==> src/rtl/fifo_rd_ser_if.sv <==
// Handshake bundle between the fifo read port, the serialiser and the chunk sink.
// The master modport is the serialiser's view.
interface fifo_rd_ser_if #(
   parameter int unsigned DATA_W = 8,
   parameter int unsigned OUT_W  = 2
) ();
   logic              fifo_empty_i;
   logic [DATA_W-1:0] fifo_data_i;
   logic              fifo_rd_o;
   logic              flush_i;
   logic              out_valid_o;
   logic              out_ready_i;
   logic [OUT_W-1:0]  out_data_o;
   logic              out_last_o;
   logic              busy_o;

   modport master (
      input  fifo_empty_i, fifo_data_i, flush_i, out_ready_i,
      output fifo_rd_o, out_valid_o, out_data_o, out_last_o, busy_o
   );

   modport slave (
      output fifo_empty_i, fifo_data_i, flush_i, out_ready_i,
      input  fifo_rd_o, out_valid_o, out_data_o, out_last_o, busy_o
   );
endinterface

==> src/rtl/fifo_rd_ser.sv <==
// Pops words from a show-ahead fifo and serialises each into DATA_W/OUT_W chunks on a
// valid/ready stream, reloading on the last accepted chunk so words run back-to-back.
module fifo_rd_ser #(
   parameter int unsigned DATA_W    = 8,
   parameter int unsigned OUT_W     = 2,
   parameter bit          LSB_FIRST = 1'b1
) (
   input logic           clk,
   input logic           reset,
   fifo_rd_ser_if.master bus
);
   localparam int unsigned N     = DATA_W / OUT_W;
   localparam int unsigned CNT_W = $clog2(N) + 1;

   if (DATA_W % OUT_W != 0) begin : g_bad_width
      $error("fifo_rd_ser: DATA_W must be a multiple of OUT_W");
   end

   typedef enum logic [0:0] {StEmpty, StSend} state_e;

   state_e            r_state, w_state_d;
   logic [DATA_W-1:0] r_sh, w_sh_d;
   logic [CNT_W-1:0]  r_cnt, w_cnt_d;
   logic              w_valid;
   logic              w_last;
   logic              w_load;

   assign w_valid = (r_state == StSend);
   assign w_last  = w_valid && (r_cnt == '0);

   // Reload is allowed on the same edge that retires the final chunk.
   assign w_load = !bus.fifo_empty_i && !bus.flush_i &&
                   ((r_state == StEmpty) || (bus.out_ready_i && w_last));

   always_comb begin
      w_state_d = r_state;
      w_sh_d    = r_sh;
      w_cnt_d   = r_cnt;
      if (bus.flush_i) begin
         w_state_d = StEmpty;
         w_cnt_d   = '0;
      end else if (w_load) begin
         w_sh_d    = bus.fifo_data_i;
         w_cnt_d   = CNT_W'(N - 1);
         w_state_d = StSend;
      end else if (w_valid && bus.out_ready_i) begin
         if (r_cnt != '0) begin
            w_sh_d  = LSB_FIRST ? (r_sh >> OUT_W) : (r_sh << OUT_W);
            w_cnt_d = r_cnt - 1'b1;
         end else begin
            w_state_d = StEmpty;
         end
      end
   end

   always_ff @(posedge clk or posedge reset) begin
      if (reset) begin
         r_state <= StEmpty;
         r_sh    <= '0;
         r_cnt   <= '0;
      end else begin
         r_state <= w_state_d;
         r_sh    <= w_sh_d;
         r_cnt   <= w_cnt_d;
      end
   end

   // Gate with reset so no pop is seen by the fifo while this stage is held.
   assign bus.fifo_rd_o   = w_load && !reset;
   assign bus.out_valid_o = w_valid;
   assign bus.busy_o      = w_valid;
   assign bus.out_last_o  = w_last;
   assign bus.out_data_o  = LSB_FIRST ? r_sh[OUT_W-1:0] : r_sh[DATA_W-1 -: OUT_W];
endmodule

==> src/flat_wrapper.sv <==
// flat-port wrapper written by rule: the top's interface ports become plain ports
module fifo_rd_ser_flat 
#(
   parameter int unsigned DATA_W    = 8,
   parameter int unsigned OUT_W     = 2,
   parameter bit          LSB_FIRST = 1'b1
)
  (clk, reset, bus_fifo_empty_i, bus_fifo_data_i, bus_flush_i, bus_out_ready_i, bus_fifo_rd_o, bus_out_valid_o, bus_out_data_o, bus_out_last_o, bus_busy_o);
  fifo_rd_ser_if #(.DATA_W(DATA_W), .OUT_W(OUT_W)) bus_i ();
  input logic clk;
  input logic reset;
  input wire logic [$bits(bus_i.fifo_empty_i)-1:0] bus_fifo_empty_i;
  input wire logic [$bits(bus_i.fifo_data_i)-1:0] bus_fifo_data_i;
  input wire logic [$bits(bus_i.flush_i)-1:0] bus_flush_i;
  input wire logic [$bits(bus_i.out_ready_i)-1:0] bus_out_ready_i;
  output wire logic [$bits(bus_i.fifo_rd_o)-1:0] bus_fifo_rd_o;
  output wire logic [$bits(bus_i.out_valid_o)-1:0] bus_out_valid_o;
  output wire logic [$bits(bus_i.out_data_o)-1:0] bus_out_data_o;
  output wire logic [$bits(bus_i.out_last_o)-1:0] bus_out_last_o;
  output wire logic [$bits(bus_i.busy_o)-1:0] bus_busy_o;
  assign bus_i.fifo_empty_i = bus_fifo_empty_i;
  assign bus_i.fifo_data_i = bus_fifo_data_i;
  assign bus_i.flush_i = bus_flush_i;
  assign bus_i.out_ready_i = bus_out_ready_i;
  assign bus_fifo_rd_o = bus_i.fifo_rd_o;
  assign bus_out_valid_o = bus_i.out_valid_o;
  assign bus_out_data_o = bus_i.out_data_o;
  assign bus_out_last_o = bus_i.out_last_o;
  assign bus_busy_o = bus_i.busy_o;
  fifo_rd_ser #(.DATA_W(DATA_W), .OUT_W(OUT_W), .LSB_FIRST(LSB_FIRST)) u_core (.clk(clk), .reset(reset), .bus(bus_i));
endmodule
==> config.mk <==
export PLATFORM = sky130hd
export DESIGN_NAME = fifo_rd_ser_flat
export DESIGN_NICKNAME = d
export VERILOG_FILES = /design/src/rtl/fifo_rd_ser_if.sv /design/src/rtl/fifo_rd_ser.sv /design/src/flat_wrapper.sv
export SDC_FILE = /design/constraint.sdc
export NUM_CORES = 1
export LEC_CHECK = 0
export CORE_MARGIN = 1
export CORE_UTILIZATION = 49
export CTS_CLUSTER_DIAMETER = 200
export DETAILED_ROUTE_END_ITERATION = 16
export PLACE_DENSITY_LB_ADDON = 0.2
export SYNTH_ARGS = -nofsm -noshare
export SYNTH_HDL_FRONTEND = slang
export SYNTH_SLANG_ARGS = --single-unit
==> constraint.sdc <==
create_clock -name clk -period 3 [get_ports clk]
set_clock_uncertainty 0.2 [all_clocks]
set_input_delay 0.9 -clock clk [delete_from_list [all_inputs] [get_ports clk]]
set_output_delay 0.9 -clock clk [all_outputs]
set_load 0.02 [all_outputs]
==> impl_metrics.toml, run 1 <==
[timing]
final_hold_viol_count = 0
report.final.setup_viol = 0
fmaxAchievable_mhz = 342
slew_hr_pct = 69.6
final_max_slew_viols = 0
timing_worst_slew_pin_value_ps = 456
period_share_pct = 97.4
period_needed_ps = 2920
hold_slack_ps = 306

[synthesis]
synth_cell_types = 20
post_synth_instance_area_sq_um = 683
asyncSetResetFlopFracSynth_pct = 100
synth_area_leaders = "dfrtp_1 (44%), mux2_2 (21%), buf_4 (4.4%), a221oi_4 (3.8%), inv_1 (3.8%)"
synth_largest_type_area_fraction_pct = 44.0
portion_of_the_post_synthesis_area_used_by_sequential_elements_pct = 44.0
number_of_enable_flip_flop_cells_after_synthesis = 0
netlist_instances = 60
yosys.area.top_type = "dfrtp_1"
yosys_warnings = 0
mappedNetlistNets = 75
synth_flop_cell = "dfrtp_1"
postSynthRegisterBits = 12
synth.avg_cell_area_sq_um = 11.4

[critical_path]
crit_buf_inv = 2
crit_path_slowest_cell = "clkdlybuf4s50_1"
cp_common_cell = "nor2_2"
cp_class = "in2out"
critical_path_peak_fanout = 3
critical_path.cell_chain = "clkdlybuf4s50_1, nor2_2, nand2_2, nor2_2, buf_4"
slowest_delay_ps = 450
timing.critical_path.to_type = "output port"
startpoint_type = "input port"
critPathArrivalTime_ps = 1820
cp_top_family = "buffers and inverters"
worst-endpoint-required_ps = 1900

[die]
floorplan.initialDensity_pct = 52.5
std_cell_rows = 13
die_area_sq_um = 1550
floorplan.core_area_sq_um = 1300
i_o_pins = 19
chipWidth_um = 39.3
die_y_um = 39.3

[clocking]
numCtsBuffers = 3
cts_sinks = 12
clk_root_buffer_cell = "clkbuf_4"
worstSkewPairLatency_ps = 260
tritoncts = "done"
clkSlewWorstSetupHoldPaths_ps = 60
cts_setup_buffers = 0
cts.htree.levels = 1
cts.path.max_buffers = 2

[final_layout]
area.sequential_sq_um = 300
antenna-diode-count = 0
number_of_fillers_in_the_final_layout = 98
area_of_combinational_cells_with_multiple_inputs_sq_um = 332
layout.cells.most_common_list = "clkdlybuf4s50_1 (15), mux2_2 (13), dfrtp_1 (12), inv_1 (7), buf_4 (5)"
core_util_final_pct = 69.5
final_nets = 98
layout.cells.most_common = "clkdlybuf4s50_1"
final_layout_size_suffix_gt1_share_pct = 34.6
area_growth_syn_to_layout_pct = 32.4

[route]
drt_drc_violations_left = 0
viasPerCell = 5.02
route.antenna.remaining_nets = 0
route.detailed.wl_per_inst_um = 12.0
dr.first_iter.drc_count = 13
detail_route.wirelength_mm = 1.15
via_count = 482
detail_route.first_pass.iterations = 2

[grt]
grt_pass1_vias = 463
first_pass_grt_wire_length_mm = 1.82
grt_antenna_before_repair = 0
maximum_number_of_pins_on_one_net_before_global_route_repair = 13
grt_util_all_layers_pct = 18.2
globalRouteOverflowTotal = 0

[place]
place.port_buffers = 18
dpl.hpwl_um = 905
gpl.final_weighted_congestion = 0.641

[power]
power.density_cell_area_nw_per_um2 = 559
leakage_nw = 0.404
vdd_drop_max_uv = 394
finalPower_w = 0.000506

[min_path]
holdCritPathClass = "reg2reg"

[flow_run]
cap_viol_max_count = 0

[status]
status = "finished, final reports clean"
report_power, final:
part | internal [W] | total, W | switching [W]
clock | 0.0000463 | 0.0000913 | 0.0000450
combinational | 0.000108 | 0.000186 | 0.0000784
sequential | 0.000205 | 0.000228 | 0.0000232
total | 0.000359 | 0.000505 | 0.000147
metrics by stage:
| stage | setup WS, ps | TNS, ps | cells | area (sq um) |
|---|---|---|---|---|
| final | 76.8 | 0 | 96 | 905 |
| after global routing | -1.45 | -1.45 | 96 | 905 |
| after CTS | 64.9 | 0 | 96 | 900 |
| after detailed placement | -534 | -534 | 93 | 882 |
| after global placement | -488 | -488 | 93 | 882 |
| after floorplan | 416 | 0 | 60 | 683 |
flip-flops by register name, indices dropped and copies added, names as in the netlist:
name,flops
u_core.r_sh,8
u_core.bus.busy_o,1
u_core.r_cnt,3
final timing paths:
path	startpoint	endpoint	slack, ps	cells past startpoint
setup / recovery	bus_fifo_empty_i	bus_fifo_rd_o	80	5
hold / removal	u_core.r_sh[5]	u_core.r_sh[5]	310	1
setup reg to reg	u_core.r_cnt[0]	u_core.r_sh[1]	820	7
hold reg to reg	u_core.r_sh[5]	u_core.r_sh[5]	310	1
max in group asynchronous	reset	u_core.r_sh[0]	1520	2
min in group asynchronous	reset	u_core.r_cnt[1]	780	2
layer usage:
layer,global-route usage (%),share of wire (%),vias up,routed length (um)
li1,-,-,241,-
met4,12.9,0.96,0,11
met2,31.3,54,9,615
met5,0,0,-,0
met1,20.9,42,230,482
met3,1.70,3.3,2,38
cell usage after synthesis (2+ instances only):
| master | number |
|---|---|
| nand2_1 | 4 |
| ha_1 | 2 |
| inv_1 | 7 |
| mux2_2 | 13 |
| o21ai_0 | 4 |
| buf_4 | 4 |
| nor2_1 | 2 |
| dfrtp_1 | 12 |
final cells by class:
| class | count | area share (%) |
|---|---|---|
| Sequential cell | 12 | 33.2 |
| Tap cell | 15 | 2.07 |
| Multi-Input combinational cell | 37 | 36.7 |
| Inverter | 7 | 2.90 |
| Clock buffer | 3 | 2.49 |
| Timing Repair Buffer | 22 | 22.7 |
timing repair:
item,CTS,global route
resized for setup,7,2
setup endpoints to repair,2,1
hold buffers,0,0
pin swaps,0,1
kinds of logic after synthesis:
family                     share of synthesized area, %
xor gates and xnor gates                           2.56
adders and majority gates                          3.66
muxes                                              21.4
buffers and inverters                              8.24
and+or+nand+nor                                    9.89
AOI/OAI and AO/OA                                  10.3
DFF                                                44.0
Power figures use the tool's default switching activity.
==> run 2, diff against run 1 <==
- CORE_UTILIZATION: 49 -> 30
==> impl_metrics.toml, run 2 (synthesis results as in run 1) <==
[critical_path]
startpoint_type = "input port"
critical_path.cell_chain = "clkdlybuf4s50_1, nor2_2, nand2_2, nor2_1, buf_4"
r2r-start = "u_core.r_cnt[0]"
crit_buf_inv = 2
worst-path-stages = 5
critPathArrivalTime_ps = 1790
slowest_delay_ps = 430
critical_path_peak_fanout = 3
timing.critical_path.to_type = "output port"
cp_class = "in2out"
timing.reg2reg.worst_path_depth = 8
critPathLaunch = "bus_flush_i"
cp_top_family = "buffers and inverters"
crit_path_slowest_cell = "clkdlybuf4s50_1"
worst-endpoint-required_ps = 1900

[clocking]
cts.htree.levels = 1
worstSkewPairLatency_ps = 260
numCtsBuffers = 3
cts_sinks = 12
tritoncts = "done"
clk_root_buffer_cell = "clkbuf_4"
cts.path.max_buffers = 2
cts_hold_buffers = 0
clkSlewWorstSetupHoldPaths_ps = 70

[power]
intPower_w = 0.000363
finalPower_w = 0.000510
power.density_cell_area_nw_per_um2 = 541
power_frac_clock_pct = 18.7
power.share.switching_pct = 28.9
p_comb_share_pct = 36.9
leakage_nw = 0.426
vdd_drop_max_uv = 287
share_of_total_power_in_sequential_cells_pct = 44.4
total_switching_power_w = 0.000147

[final_layout]
layout.cells.most_common_list = "clkdlybuf4s50_1 (15), mux2_2 (13), dfrtp_1 (12), buf_4 (8), inv_1 (7)"
most_flop_heavy_register = "u_core.r_sh"
flip_flop_count_of_the_largest_register_after_layout = 8
number_of_fillers_in_the_final_layout = 205
area_growth_syn_to_layout_pct = 38.1
final_nets = 101
antenna-diode-count = 0
finish.cell_count_without_fillers = 111
layout.cells.most_common = "clkdlybuf4s50_1"
final_layout_size_suffix_gt1_share_pct = 35.7

[grt]
maximum_number_of_pins_on_one_net_before_global_route_repair = 13
globalRouteOverflowTotal = 0
grt_pass1_vias = 450
first_pass_grt_wire_length_mm = 2.06
grt_antenna_before_repair = 0
grt_util_all_layers_pct = 11.2

[die]
floorplan.core_area_sq_um = 2040
std_cell_rows = 16
floorplan.initialDensity_pct = 33.5
die_y_um = 49.7
chipWidth_um = 49.7
i_o_pins = 19
die_area_sq_um = 2470

[place]
place.port_buffers = 18
gpl.final_weighted_congestion = 0.763
place.detailed.instances = 107
dpl.hpwl_um = 895

[route]
dr.first_iter.drc_count = 7
drt_drc_violations_left = 0
via_count = 474
detail_route.first_pass.iterations = 4
detail_route.wirelength_mm = 1.15
route.detailed.wl_per_inst_um = 10.4
route.antenna.remaining_nets = 0
viasPerCell = 4.27

[timing]
slew_hr_pct = 69.9
report.final.setup_viol = 0
hold_slack_ps = 309
timing_worst_slew_pin_value_ps = 451
rsz_0062_raised_after_global_routing = "false"
final_max_slew_viols = 0
fmaxAchievable_mhz = 346
period_needed_ps = 2890
final_hold_viol_count = 0
period_share_pct = 96.4

[min_path]
min_path_cells = 1
hold_path_startpoint = "u_core.r_sh[4]"
holdCritPathClass = "reg2reg"

[status]
status = "finished, final reports clean"

[flow_run]
cap_viol_max_count = 0
-- run 2: cell type report --
| class | instances | area (sq um) | share of cell area (%) |
|---|---|---|---|
| repair buffers | 25 | 231 | 24.5 |
| well taps | 27 | 33.8 | 3.58 |
| inverters | 7 | 26.3 | 2.79 |
| clock buffers | 3 | 22.5 | 2.39 |
| flip-flops and latches | 12 | 300 | 31.8 |
| multi-input cells | 37 | 329 | 34.9 |
-- run 2: power groups by stage --
stage	sequential (W)	clock (W)	combinational [W]
6_report	0.000226	0.0000953	0.000188
5_1_grt	0.000233	0.000110	0.000208
4_1_cts	0.000226	0.000101	0.000189
3_5_place_dp	0.000230	0	0.000190
3_3_place_gp	0.000228	0	0.000188
2_1_floorplan	0.000223	0	0.000139
-- run 2: what timing repair did --
action	CTS	global route
pin swaps	0	1
resized for setup	7	1
endpoints found under the setup margin	2	1
setup buffers	0	1
-- run 2: metrics by stage --
step | utilization, % | instance area, sq um | TNS [ps] | worst slack, ps
floorplan | - | 683 | 0 | 416
global placement | 44.7 | 912 | -425 | -425
detailed placement | 44.7 | 912 | -482 | -482
CTS | 45.7 | 933 | -13.3 | -13.3
global route | 46.2 | 943 | 0 | 10.7
finish | 46.2 | 943 | 0 | 107
-- run 2: metal layers --
metal	wire (um)	GRT usage, %	share of wire (%)
met4	8	5.71	0.69
met3	52	2.78	4.5
met2	500	16.0	43
met5	0	0	0
met1	593	15.5	51
-- run 2: worst paths after layout --
check                      slack (ps)        endpoint
setup / recovery                  110   bus_fifo_rd_o
hold / removal                    310  u_core.r_sh[4]
setup reg to reg                  750  u_core.r_sh[5]
hold reg to reg                   310  u_core.r_sh[4]
max in group asynchronous        1500  u_core.r_sh[6]
min in group asynchronous         790  u_core.r_sh[5]
==> run 3, diff against run 2 <==
- SLEW_MARGIN: unset -> 15
==> results of run 3 <==
Final layout, timing and power as in run 2 (identical DEF).
